**config.mk**
```make
export PLATFORM = sky130hd
export DESIGN_NAME = vector_narrowing_packer
export DESIGN_NICKNAME = d
export VERILOG_FILES = /design/src/rtl/vector_narrowing_packer_pkg.sv /design/src/rtl/vector_narrowing_packer.sv
export SDC_FILE = /design/constraint.sdc
export NUM_CORES = 1
export LEC_CHECK = 0
export CAP_MARGIN = 10
export CORE_MARGIN = 4
export CORE_UTILIZATION = 45
export DETAILED_ROUTE_END_ITERATION = 6
export HOLD_SLACK_MARGIN = 0.03
export PLACE_DENSITY_LB_ADDON = 0.05
export SETUP_SLACK_MARGIN = 0.5
export SLEW_MARGIN = 20
export SYNTH_ARGS = -nofsm -noshare
export SYNTH_HDL_FRONTEND = slang
export SYNTH_SLANG_ARGS = --single-unit
```
**constraint.sdc**
```tcl
create_clock -name clock -period 3.9 [get_ports clock]
set_input_delay 0.585 -clock clock [delete_from_list [all_inputs] [get_ports clock]]
set_output_delay 0.585 -clock clock [all_outputs]
set_load 0.1 [all_outputs]
```
**src/rtl/vector_narrowing_packer_pkg.sv**
```systemverilog
// Shared types for the narrowing packer: FSM state encoding and element width.
package dragonfang_pkg;

    localparam int NARROW_ELEMENT_WIDTH = 32;

    typedef enum logic [1:0] {
        IDLE         = 2'd0,
        COLLECT_LOW  = 2'd1,
        COLLECT_HIGH = 2'd2,
        EMIT         = 2'd3
    } packer_state_t;

endpackage

```
**src/rtl/vector_narrowing_packer.sv**
```systemverilog
// Packs pairs of 32-bit narrowed conversion results into 64-bit write-back words
// over a counted operation; odd counts end in a zero-padded tail word.
module vector_narrowing_packer
    import dragonfang_pkg::*;
#(
    parameter int ELEMENT_WIDTH = NARROW_ELEMENT_WIDTH,
    parameter int WORD_WIDTH    = 2 * ELEMENT_WIDTH,
    parameter int COUNT_WIDTH   = 8
) (
    input  logic                     clock,
    input  logic                     reset_n,
    input  logic                     start,
    input  logic [COUNT_WIDTH-1:0]   element_count,
    input  logic                     in_valid,
    output logic                     in_ready,
    input  logic [ELEMENT_WIDTH-1:0] in_data,
    output logic                     out_valid,
    input  logic                     out_ready,
    output logic [WORD_WIDTH-1:0]    out_data,
    output logic                     out_last,
    output logic                     busy,
    output logic                     done
);

    packer_state_t            state;
    logic [COUNT_WIDTH-1:0]   remaining;
    logic [COUNT_WIDTH-1:0]   remaining_dec;
    logic [ELEMENT_WIDTH-1:0] low_q;
    logic [ELEMENT_WIDTH-1:0] high_q;
    logic                     done_q;

    // Saturating decrement keeps the counter from wrapping.
    assign remaining_dec = (remaining != '0) ? remaining - 1'b1 : '0;

    always_ff @(posedge clock) begin
        if (!reset_n) begin
            state     <= IDLE;
            remaining <= '0;
            low_q     <= '0;
            high_q    <= '0;
            done_q    <= 1'b0;
        end else begin
            done_q <= 1'b0;
            case (state)
                IDLE: begin
                    if (start) begin
                        if (element_count != '0) begin
                            remaining <= element_count;
                            state     <= COLLECT_LOW;
                        end else begin
                            done_q <= 1'b1;
                        end
                    end
                end
                COLLECT_LOW: begin
                    if (in_valid) begin
                        low_q     <= in_data;
                        high_q    <= '0;
                        remaining <= remaining_dec;
                        state     <= (remaining_dec == '0) ? EMIT : COLLECT_HIGH;
                    end
                end
                COLLECT_HIGH: begin
                    if (in_valid) begin
                        high_q    <= in_data;
                        remaining <= remaining_dec;
                        state     <= EMIT;
                    end
                end
                EMIT: begin
                    if (out_ready) begin
                        if (remaining == '0) begin
                            state  <= IDLE;
                            done_q <= 1'b1;
                        end else begin
                            state <= COLLECT_LOW;
                        end
                    end
                end
                default: state <= IDLE;
            endcase
        end
    end

    // Handshake outputs come from registered state only.
    assign in_ready  = (state == COLLECT_LOW) || (state == COLLECT_HIGH);
    assign out_valid = (state == EMIT);
    assign out_last  = (state == EMIT) && (remaining == '0);
    assign out_data  = {high_q, low_q};
    assign busy      = (state != IDLE);
    assign done      = done_q;

endmodule

```
==> Word-level counts from Yosys, hierarchy flattened <==
Cells that the tools add are included.
{ "word_totals": {"in_bits": 45, "output_inout_bits": 69, "reg_bits": 75, "elab_cells": 51} }
{ "op_classes": {"eq_ne": 9, "addsub": 1, "reduce_logical": 15, "muxes": 21} }
{ "op_table": {"columns": ["op", "n"], "rows": [
  ["$mux W32", 2],
  ["$pmux W32 S2", 1],
  ["$mux W8", 4],
  ["$logic_not A8 Y1", 2],
  ["$pmux W8 S2", 1],
  ["$reduce_bool A8 Y1", 2],
  ["$mux W2", 5],
  ["$ne A2 B2 Y1 const B", 4],
  ["$pmux W2 S4", 1],
  ["$sub A8 B1 Y8 const B", 1],
  ["$mux W1", 6],
  ["$reduce_bool A2 Y1", 3],
  ["$reduce_and A5 Y1", 1],
  ["$eq A2 B2 Y1 const B", 2],
  ["$ne A2 B1 Y1 const B", 2],
  ["$reduce_and A4 Y1", 1],
  ["$reduce_and A3 Y1", 1],
  ["$eq A2 B1 Y1 const B", 1],
  ["$logic_not A2 Y1", 1],
  ["$pmux W1 S2", 1],
  ["$reduce_and A2 Y1", 1],
  ["$reduce_or A2 Y1", 1],
  ["$logic_and A1 B1 Y1", 1],
  ["$logic_or A1 B1 Y1", 1]
]} }

==> Depth between registers and ports, before layout <==
{ "depth": {"ltp_word": 6, "depth_mapped": 8, "mapped_depth_nobuf": 6} }

==> Worst setup path before layout <==
Ideal clock, no wire load.
{ "synth_timing": {"kind": "register to output", "from": "register state[0]", "to": "output port out_last", "t_arrival_ns": 2.138, "path_stages_with_launch": 3, "path_buffers": 0, "slack_ns": 1.177, "t_required_ns": 3.315, "cell_sequence": "dfxtp_1 > ha_1 > and3_1"} }
{ "synth_via": {"elab_chain_len": 2} }
{ "synth_lines": {"columns": ["item", "line", "source"], "rows": [
  ["start: declaration", "vector_narrowing_packer.sv:25", "packer_state_t state;"],
  ["start signal: assignment", "vector_narrowing_packer.sv:60", "state <= (remaining_dec == '0) ? EMIT : COLLECT_HIGH;"],
  ["$eq A2 B2 Y1", null, null],
  ["named net out_valid", "vector_narrowing_packer.sv:17", "output logic out_valid,"],
  ["$logic_and A1 B1 Y1", "vector_narrowing_packer.sv:88", "assign out_last = (state == EMIT) && (remaining == '0);"],
  ["end: declaration", "vector_narrowing_packer.sv:20", "output logic out_last,"]
]} }
The timed path passes the listed nets, and every way through them passes these cells.

==> Final worst setup path <==
{ "layout_timing": {"from": "register state[0]", "to": "output port busy"} }
{ "layout_via": {"elab_chain_len": 1} }
{ "layout_lines": {"columns": ["item", "line", "source"], "rows": [
  ["$reduce_bool A2 Y1", "vector_narrowing_packer.sv:90", "assign busy = (state != IDLE);"],
  ["end: declaration", "vector_narrowing_packer.sv:21", "output logic busy,"]
]} }
No other way between the ends.

==> summary.txt <==
Outcome
  – Outcome: finished clean

Global route
  – Initial antenna violation count: 0
  – Grt ovf: 0
  – First-pass GRT wire length: 14100 um
  – Largest net degree at the start of global routing: 37
  – Number of global-route vias before repair: 2896
  – All-Layer GR Usage: 21.1%

Synth
  – Yosys reg bits: 75
  – Compound-cell area share of the yosys netlist: 21.6%
  – Top cell type's share of synthesized area: 49.5%
  – Mux contribution to synthesized area: 0.701%
  – Post-Synth Adder-Cell Area: 2.06%
  – Synth warnings: 0
  – Seq/Total Area, Yosys: 49.5%
  – Number of synthesized flops with an enable pin: 0
  – Main combinational cell family by area after synthesis: compound AO/OA/AOI/OAI gates
  – Post-Synth Simple-Gate Area: 20.9%
  – Syn Std Cell Area: 3040 um^2
  – Area leader, netlist: dfxtp_1
  – Post-synthesis cell count: 355
  – Synthesized Nets: 405
  – Mean Syn Cell Area: 8.55 um^2
  – Top cells by area, synth: dfxtp_1 (49%), nand2_1 (8.8%), a22oi_1 (8.4%)
  – Xor-xnor portion of the synthesized cell area: 0.577%
  – Yosys cell types: 45
  – Post-synth top flop: dfxtp_1
  – Synth async-reset ratio: 0%

CTS
  – # H-tree levels: 3
  – CTS root buf: clkbuf_8
  – Clock buffer count from CTS: 9
  – CTS Hold Buffers Added: 0
  – Clk buf depth: 2
  – CTS tree: done
  – Post-CTS Setup Inserts: 0
  – CTS sink cnt: 75
  – Post-cts gate resize count: 0
  – Reg clk slew, reported paths: 0.08 ns
  – Clock Latency Late Sink: 0.35 ns

Finish
  – P&R area growth vs syn: 43.7%
  – Commonest non-fill, non-tap cells in the layout: clkdlybuf4s50_1 (111), dfxtp_1 (75), nand2_1 (70)
  – Commonest non-fill, non-tap cell in the layout: clkdlybuf4s50_1
  – Final net count: 508
  – Layout cells sized above 1: 7.34%
  – Final instance area: 4360 um^2
  – N_diodes: 0

Placed design
  – Detailed Place HPWL: 5930 um
  – GPL Wtd Cong: 0.904
  – IO Port Bufs: 113
  – Dpl cell area: 4180 um^2
  – Pre-CTS WS: 1.39 ns

STA
  – Least-Margin Pin Slew: 1.03 ns
  – Final Max Slew Viols: 0
  – Final hold vios: 0
  – Final setup vio count: 0
  – Unrepaired setup endpoints after global routing: false
  – Final TNS setup: 0 ns
  – Fin crit share: 74.1%
  – Final worst path period need: 2.89 ns
  – Maximum clock frequency: 346 MHz
  – Layout Skew: 0.0158 ns
  – Slew HR: 31.3%
  – Setup ws final: 1.01 ns

Worst setup path
  – CP required: 3.31 ns
  – CP Class: reg -> out
  – Crit path max fanout: 5
  – CP arrival: 2.30 ns
  – CP startpoint kind: flip-flop
  – Worst setup EP type: primary output

Pwr
  – Worst IR Drop VDD: 319 uV
  – Leakage: 1.57 nW
  – Cell Pwr Density: 747 nW/um^2

Detailed routing
  – DRC Markers: 0
  – Final wirelength: 8640 um
  – Vias per cell: 5.43
  – Met3 wire len: 698 um
  – Post-route ant nets: 0
  – WL met1: 3730 um
  – Detailed Route Iter0 Violations: 97
  – Drt first pass iters: 4
  – Per-cell routed wire length: 16.0 um
  – Met2 WL: 4080 um
  – Top layer in use: met4
  – Via count: 2930

Run
  – Maxcap violations: 0

Die
  – I/O pin count: 114
  – Die X: 90.1 um
  – Core area: 6460 um^2
  – Num rows: 29
  – Die area: 8120 um^2
  – Die height: 90.1 um
  – Initial Utilization: 47.0%

Worst hold path
  – Worst min path class: reg -> reg
==> layer usage <==
layer,GRT usage [%],vias to the layer above
met5,0,-
met1,25.4,1377
met2,34.5,97
met3,8.26,13
li1,-,1443
met4,6.76,0
==> worst paths after layout <==
path	startpoint	depth (start not counted)	endpoint	slack [ns]
max	state[0]	4	busy	1.01
min reg2reg	low_q[18]	2	low_q[18]	0.45
max reg2reg	state[0]	6	remaining[4]	1.49
min	low_q[18]	2	low_q[18]	0.45
==> power by group <==
part	internal, mW	total, mW	switching [mW]
clock	0.249	0.539	0.290
combinational	0.499	1.75	1.25
sequential	0.878	0.970	0.0927
total	1.63	3.26	1.63
==> flip-flops by register name (all words and copies together) (netlist names) <==
name,count
low_q,32
state,2
done,1
high_q,32
remaining,8
==> synthesized netlist by cell type, types with 2 or more instances <==
cell type and instances:
dfxtp_1 75, nand2_1 71, nor2_1 42, a21oi_1 34, a22oi_1 34, clkbuf_1 22
inv_1 9, ha_1 5, nor2b_1 5, nor3_1 5, nand3_1 4, o21ai_0 4
and2_1 3, nand4_1 3, a21boi_0 2, a32oi_1 2, and3_1 2, buf_6 2
nor4_1 2, o221a_2 2, o31ai_1 2, or4_4 2
==> kinds of logic (layout without fill, tap and decap cells) <==
logic type	Yosys count	in the layout
and+or+nand+nor	143	143
AOI/OAI and AO/OA	94	94
DFF	75	75
buffers and inverters	34	142
adders and majority gates	5	5
xor gates and xnor gates	2	2
muxes	2	2
==> critical path, cell delays in order (launching register included) <==
cell	delay, ns
dfxtp_1	0.39
inv_1	0.08
ha_1	0.26
inv_1	0.09
clkdlybuf4s50_1	1.13
==> layout make-up <==
cell class / instances / area (um^2)
clock buffer: 11 / 141
sequential: 75 / 1500
tap: 77 / 96.3
fill: 543 / 2100
multi-input combinational: 246 / 1400
clock inverter: 5 / 36.3
inverter: 9 / 33.8
timing repair buffer: 117 / 1160
==> per-stage QoR <==
step	power (mW)	util, %	hold WS [ns]	std cells
2_1_floorplan	2.33	-	0.468	355
4_1_cts	3.26	67.5	0.458	540
3_3_place_gp	2.71	64.7	0.441	524
5_1_grt	3.41	67.5	0.483	540
6_report	3.26	67.5	0.454	540
3_5_place_dp	2.73	64.7	0.447	524
No activity file was read; power rests on OpenSTA's default activity.
